==> src/rtl/cook_timer_pkg.sv <==
// Shared state encoding, time limits and input clamping for the cook timer.
package cook_timer_pkg;

    typedef enum logic [1:0] {
        ST_IDLE   = 2'd0,
        ST_RUN    = 2'd1,
        ST_PAUSED = 2'd2,
        ST_DONE   = 2'd3
    } state_t;

    localparam logic [6:0] MAX_MIN = 7'd99;
    localparam logic [5:0] MAX_SEC = 6'd59;

    function automatic logic [6:0] clamp_min(input logic [6:0] v);
        return (v > MAX_MIN) ? MAX_MIN : v;
    endfunction

    function automatic logic [5:0] clamp_sec(input logic [5:0] v);
        return (v > MAX_SEC) ? MAX_SEC : v;
    endfunction

endpackage

==> src/rtl/mmss_down_counter.sv <==
// MM:SS register pair with clamped load and one-second decrement including the
// seconds-to-minutes borrow.
module mmss_down_counter
    import cook_timer_pkg::*;
(
    input  logic       i_clk,
    input  logic       i_reset,
    input  logic       i_load,
    input  logic       i_dec,
    input  logic       i_clear,
    input  logic [6:0] i_min_in,
    input  logic [5:0] i_sec_in,
    output logic [6:0] o_mins,
    output logic [5:0] o_secs,
    output logic       o_zero_next
);

    logic [6:0] r_mins;
    logic [5:0] r_secs;

    always_ff @(posedge i_clk) begin
        if (i_reset || i_clear) begin
            r_mins <= '0;
            r_secs <= '0;
        end else if (i_load) begin
            r_mins <= clamp_min(i_min_in);
            r_secs <= clamp_sec(i_sec_in);
        end else if (i_dec) begin
            if (r_secs != 6'd0) begin
                r_secs <= r_secs - 6'd1;
            end else if (r_mins != 7'd0) begin
                r_secs <= MAX_SEC;
                r_mins <= r_mins - 7'd1;
            end
        end
    end

    assign o_mins      = r_mins;
    assign o_secs      = r_secs;
    assign o_zero_next = (r_mins == 7'd0) && (r_secs == 6'd1);

endmodule

==> src/rtl/cook_timer_ctrl.sv <==
// Microwave cook-cycle sequencer: tick accumulation, MM:SS countdown, heater/lamp
// enables and the timed end-of-cycle beep.
//   state   | meaning
//   IDLE    | time loadable, waiting for start
//   RUN     | magnetron on, counting ticks into seconds
//   PAUSED  | door open or paused, time and partial second frozen
//   DONE    | beeping for BEEP_SECS seconds, then back to IDLE
module cook_timer_ctrl
    import cook_timer_pkg::*;
#(
    parameter int TICKS_PER_SEC = 100,
    parameter int BEEP_SECS     = 3
) (
    input  logic       i_clk,
    input  logic       i_reset,
    input  logic       i_tick,
    input  logic       i_load,
    input  logic [6:0] i_min_in,
    input  logic [5:0] i_sec_in,
    input  logic       i_start,
    input  logic       i_pause,
    input  logic       i_cancel,
    input  logic       i_door_open,
    output logic [6:0] o_mins,
    output logic [5:0] o_secs,
    output logic       o_magnetron,
    output logic       o_lamp,
    output logic       o_beep,
    output logic       o_presc_clr,
    output logic       o_busy
);

    localparam int BEEP_TOTAL = BEEP_SECS * TICKS_PER_SEC;
    localparam int SUB_W      = (TICKS_PER_SEC > 1) ? $clog2(TICKS_PER_SEC) : 1;
    localparam int BEEP_W     = (BEEP_TOTAL > 1) ? $clog2(BEEP_TOTAL) : 1;
    localparam logic [SUB_W-1:0]  SUB_LAST  = SUB_W'(TICKS_PER_SEC - 1);
    localparam logic [BEEP_W-1:0] BEEP_LAST = BEEP_W'(BEEP_TOTAL - 1);

    state_t              r_state;
    state_t              w_state_nxt;
    logic [SUB_W-1:0]    r_sub;
    logic [SUB_W-1:0]    w_sub_nxt;
    logic [BEEP_W-1:0]   r_beep_cnt;
    logic [BEEP_W-1:0]   w_beep_nxt;
    logic                r_magnetron;
    logic                r_lamp;
    logic                r_beep;
    logic                r_presc_clr;
    logic                r_busy;
    logic                w_load;
    logic                w_dec;
    logic                w_clear;
    logic                w_zero_next;
    logic                w_time_zero;
    logic [6:0]          w_mins;
    logic [5:0]          w_secs;

    mmss_down_counter u_mmss (
        .i_clk       (i_clk),
        .i_reset     (i_reset),
        .i_load      (w_load),
        .i_dec       (w_dec),
        .i_clear     (w_clear),
        .i_min_in    (i_min_in),
        .i_sec_in    (i_sec_in),
        .o_mins      (w_mins),
        .o_secs      (w_secs),
        .o_zero_next (w_zero_next)
    );

    assign w_time_zero = (w_mins == 7'd0) && (w_secs == 6'd0);

    always_comb begin
        w_state_nxt = r_state;
        w_sub_nxt   = r_sub;
        w_beep_nxt  = r_beep_cnt;
        w_load      = 1'b0;
        w_dec       = 1'b0;
        w_clear     = 1'b0;
        if (i_cancel) begin
            w_state_nxt = ST_IDLE;
            w_sub_nxt   = '0;
            w_beep_nxt  = '0;
            w_clear     = 1'b1;
        end else begin
            case (r_state)
                ST_IDLE: begin
                    if (!i_door_open && !i_pause) begin
                        if (i_start) begin
                            if (!w_time_zero) begin
                                w_state_nxt = ST_RUN;
                                w_sub_nxt   = '0;
                            end
                        end else if (i_load) begin
                            w_load = 1'b1;
                        end
                    end
                end
                ST_RUN: begin
                    // The prescaler is being cleared this cycle, so its tick is stale.
                    if (i_door_open || i_pause) begin
                        w_state_nxt = ST_PAUSED;
                    end else if (i_tick && !r_presc_clr) begin
                        if (r_sub == SUB_LAST) begin
                            w_sub_nxt = '0;
                            w_dec     = 1'b1;
                            if (w_zero_next) begin
                                w_state_nxt = ST_DONE;
                                w_beep_nxt  = '0;
                            end
                        end else begin
                            w_sub_nxt = r_sub + SUB_W'(1);
                        end
                    end
                end
                ST_PAUSED: begin
                    if (!i_door_open && !i_pause && i_start) begin
                        w_state_nxt = ST_RUN;
                    end
                end
                ST_DONE: begin
                    if (i_tick) begin
                        if (r_beep_cnt == BEEP_LAST) begin
                            w_state_nxt = ST_IDLE;
                            w_beep_nxt  = '0;
                        end else begin
                            w_beep_nxt = r_beep_cnt + BEEP_W'(1);
                        end
                    end
                end
                default: w_state_nxt = ST_IDLE;
            endcase
        end
    end

    always_ff @(posedge i_clk) begin
        if (i_reset) begin
            r_state     <= ST_IDLE;
            r_sub       <= '0;
            r_beep_cnt  <= '0;
            r_magnetron <= 1'b0;
            r_lamp      <= 1'b0;
            r_beep      <= 1'b0;
            r_presc_clr <= 1'b0;
            r_busy      <= 1'b0;
        end else begin
            r_state     <= w_state_nxt;
            r_sub       <= w_sub_nxt;
            r_beep_cnt  <= w_beep_nxt;
            r_magnetron <= (w_state_nxt == ST_RUN);
            r_lamp      <= (w_state_nxt == ST_RUN) || i_door_open;
            r_beep      <= (w_state_nxt == ST_DONE);
            r_presc_clr <= (r_state == ST_IDLE) && (w_state_nxt == ST_RUN);
            r_busy      <= (w_state_nxt != ST_IDLE);
        end
    end

    assign o_mins      = w_mins;
    assign o_secs      = w_secs;
    assign o_magnetron = r_magnetron;
    assign o_lamp      = r_lamp;
    assign o_beep      = r_beep;
    assign o_presc_clr = r_presc_clr;
    assign o_busy      = r_busy;

endmodule

==> config.mk <==
export PLATFORM = sky130hd
export DESIGN_NAME = cook_timer_ctrl
export DESIGN_NICKNAME = d
export VERILOG_FILES = /design/src/rtl/cook_timer_pkg.sv /design/src/rtl/mmss_down_counter.sv /design/src/rtl/cook_timer_ctrl.sv
export SDC_FILE = /design/constraint.sdc
export NUM_CORES = 1
export LEC_CHECK = 0
export CAP_MARGIN = 20
export CORE_MARGIN = 1
export CORE_UTILIZATION = 52
export CTS_CLUSTER_SIZE = 24
export DETAILED_ROUTE_END_ITERATION = 10
export PLACE_DENSITY = 0.89
export SLEW_MARGIN = 20
export SYNTH_ARGS = -nofsm -noshare
export SYNTH_HDL_FRONTEND = slang
export SYNTH_SLANG_ARGS = --single-unit
export TNS_END_PERCENT = 50
==> constraint.sdc <==
create_clock -name i_clk -period 2.3 [get_ports i_clk]
set_input_delay 0.575 -clock i_clk [delete_from_list [all_inputs] [get_ports i_clk]]
set_output_delay 0.575 -clock i_clk [all_outputs]
set_load 0.02 [all_outputs]
==> run_results.csv, run 1 <==
group,metric,value,unit
status,status,"completed",
clocking,cts_tree,"done",
placement,gp_congestion,0.903,
hold_path,min_path_type,"register to register",
floorplanning,rows,22,
hold_path,worstHoldStart,"r_beep_cnt[1]",
synth,yosysUniqueCellTypes,52,
placement,dp_hpwl,4280,um
hold_path,holdPathEnd,"r_beep_cnt[1]",
synth,yosysWarnings,0,
synth,syn_inst,258,
hold_path,holdPathStages,2,
timing,rsz0062_at_grt,"false",
timing,setup_viol,0,
layout,drive_gt1_share,15.0,%
timing,drv_slew,0,
floorplanning,core,0.00377,mm^2
layout,stdcell_count,374,
layout,mostFrequentLayoutCells,"clkdlybuf4s50_1 (38), dfxtp_1 (36), buf_4 (31)",
clocking,postCtsHoldBufs,0,
worst_setup_path,r2r-start,"u_mmss.o_mins[1]",
pwr,irDropWorstVdd,0.424,mV
timing,holdWs,0.493,ns
timing,slew_headroom,56.9,%
clocking,cts_num_sinks,36,
route,num_vias,2346,
synth,synth_fp_nets,286,
synth,synth-edff-count,0,
worst_setup_path,worstSetupPathType,"register to register",
floorplanning,die_w,65.8,um
route,wl_per_cell,15.8,um
route,routed_wl,5910,um
clocking,cts_resized,0,
global_routing,grt_use_total,29.2,%
clocking,cts.clk_slew.worst_paths,0.08,ns
route,drc,0,
pwr,leakage,1.03,nW
clocking,clk_latency,0.30,ns
global_routing,grt_pass1_vias,2188,
clocking,htreeDepth,2,
worst_setup_path,cp_data_required_time,2.52,ns
clocking,clockRootBuffer,"clkbuf_8",
timing,report.final.hold_viol_count,0,
clocking,post_cts_buffers,0,
worst_setup_path,ff2ff_setup_slack,0.09,ns
timing,max_freq,452,MHz
timing,min_period,2.21,ns
layout,nets,354,
placement,dp.cells,367,
layout,diodes,0,
clocking,ctsLongestPathBuffers,2,
worst_setup_path,critPathLaunchType,"register",
worst_setup_path,cp-startpoint,"u_mmss.o_mins[1]",
synth,ys_seq_area_share,34.1,%
placement,numPortBuffers,38,
floorplanning,die_area,0.00433,mm^2
worst_setup_path,rr_endpoint,"r_beep_cnt[8]",
floorplanning,die_h,65.8,um
synth,syn-cell-area,0.00211,mm^2
clocking,cts_made_buffers,5,
timing,skew,0.0131,ns
floorplanning,start_util,56.1,%
pwr,total_power,1.28,mW
worst_setup_path,reg2reg_depth,7,
worst_setup_path,critPathCaptureType,"register",
global_routing,antenna_found_initial,0,
timing,worst_pin_slew,0.637,ns
route,via_per_inst,6.27,
job,max_cap_violations,0,
layout,syn2layout_area_growth,35.7,%
global_routing,grt_max_degree,13,
pwr,p_per_area,445,mW/mm^2
route,dr.first_iter.drc_count,269,
layout,finalCoreUtilization,76.1,%
timing,finalCritPeriodShare,96.2,%
route,first_pass_iters,5,
layout,mostFrequentLayoutCell,"clkdlybuf4s50_1",
worst_setup_path,critPathArrivalTime,2.44,ns
global_routing,grt_first_pass_wirelength,9740,um
global_routing,gr-total-overflow,0,
synth,yosys_register_bits,36,
synth,ys_async_sr_fraction,0,%
route,ant_nets,0,
synth,synth_area_per_cell,8.20,um^2
floorplanning,ios,39,
synth,ys.flop_type,"dfxtp_1",
worst_setup_path,cp_max_fo,7,
-- final cells by class --
cell class / instances / area, um^2
Clock buffer: 7 / 96.3
Fill cell: 264 / 902
Inverter: 12 / 45.0
Multi-Input combinational cell: 202 / 1330
Sequential cell: 36 / 721
Tap cell: 48 / 60.1
Timing Repair Buffer: 69 / 613
-- worst max path at each step --
stage	end	slack, ns	cells past startpoint
2_1_floorplan	r_beep_cnt[5]	0.25	7
3_3_place_gp	r_beep_cnt[2]	-0.02	6
3_5_place_dp	r_beep_cnt[8]	-0.07	6
4_1_cts	r_beep_cnt[8]	0.04	7
5_1_grt	r_beep_cnt[8]	0.003	7
6_report	r_beep_cnt[8]	0.09	7
-- per-layer routing --
| layer | vias up | track usage, % | wire [um] |
|---|---|---|---|
| li1 | 1141 | - | - |
| met2 | 98 | 48.5 | 2920 |
| met1 | 1093 | 36.7 | 2510 |
| met4 | 0 | 12.0 | 99 |
| met3 | 14 | 5.34 | 380 |
| met5 | - | 0 | 0 |
-- worst max-delay path, stage by stage, from the launching register on --
cell,delay [ns]
dfxtp_1,0.34
inv_1,0.09
ha_1,0.15
nor4b_4,0.27
nand4_1,0.19
o31a_1,0.40
or4_1,0.54
a21oi_1,0.16
-- logic make-up (layout without fill, tap and decap cells) --
logic type	count (synthesis)	after routing	synth area share, %
and+or+nand+nor	108	108	31.2
AOI/OAI and AO/OA	85	85	26.2
xor gates and xnor gates	2	2	0.829
buffers and inverters	20	88	3.55
adders and majority gates	7	7	4.14
DFF	36	36	34.1
-- synth_stat cells, types with 4 or more instances --
library cell | n | area share, %
a21oi_1 | 23 | 5.4
a31oi_1 | 4 | 1.2
a32o_1 | 7 | 3.3
clkbuf_1 | 7 | 1.2
dfxtp_1 | 36 | 34
ha_1 | 7 | 4.1
inv_1 | 12 | 2.1
nand2_1 | 19 | 3.4
nand3_1 | 12 | 2.8
nand4_1 | 8 | 2.4
nor2_1 | 19 | 3.4
nor3_1 | 4 | 0.95
o21ai_0 | 22 | 5.2
o31ai_1 | 6 | 2.1
or3_1 | 9 | 2.7
or4_1 | 7 | 2.5
-- registers in the layout, indices dropped and copies added (netlist names) --
register       count
o_beep             1
o_busy             1
o_lamp             1
o_magnetron        1
o_presc_clr        1
r_beep_cnt         9
r_state            2
r_sub              7
u_mmss.o_mins      7
u_mmss.o_secs      6
-- where the power goes --
part,leakage (nW),internal [mW],switching [mW]
logic,0.690,0.0800,0.0733
clock network,0.0503,0.267,0.226
registers,0.290,0.626,0.00392
total,1.03,0.973,0.303
-- per-stage QoR --
stage / area (um^2) / setup slack, ns / setup TNS [ns]
4_1_cts: 2850 / 0.0402 / 0
3_5_place_dp: 2760 / -0.0742 / -0.361
5_1_grt: 2870 / 0.00336 / 0
6_report: 2870 / 0.0885 / 0
3_3_place_gp: 2760 / -0.0193 / -0.0950
2_1_floorplan: 2110 / 0.246 / 0
(Power assumes the default switching activity.)
==> inputs of run 2 (changes only) <==
--- a/config.mk
+++ b/config.mk
@@ -11,7 +11,7 @@
 export CTS_CLUSTER_SIZE = 24
 export DETAILED_ROUTE_END_ITERATION = 10
 export PLACE_DENSITY = 0.89
-export SLEW_MARGIN = 20
+export SLEW_MARGIN = 30
 export SYNTH_ARGS = -nofsm -noshare
 export SYNTH_HDL_FRONTEND = slang
 export SYNTH_SLANG_ARGS = --single-unit
==> results of run 2 <==
Final layout, timing and power as in run 1 (identical DEF).
==> inputs of run 3 (changes only) <==
--- a/config.mk
+++ b/config.mk
@@ -5,13 +5,14 @@
 export SDC_FILE = /design/constraint.sdc
 export NUM_CORES = 1
 export LEC_CHECK = 0
+export ABC_AREA = 0
 export CAP_MARGIN = 20
 export CORE_MARGIN = 1
 export CORE_UTILIZATION = 52
 export CTS_CLUSTER_SIZE = 24
 export DETAILED_ROUTE_END_ITERATION = 10
 export PLACE_DENSITY = 0.89
-export SLEW_MARGIN = 30
+export SLEW_MARGIN = 20
 export SYNTH_ARGS = -nofsm -noshare
 export SYNTH_HDL_FRONTEND = slang
 export SYNTH_SLANG_ARGS = --single-unit
==> results of run 3 <==
Final layout, timing and power as in run 1 (identical DEF).
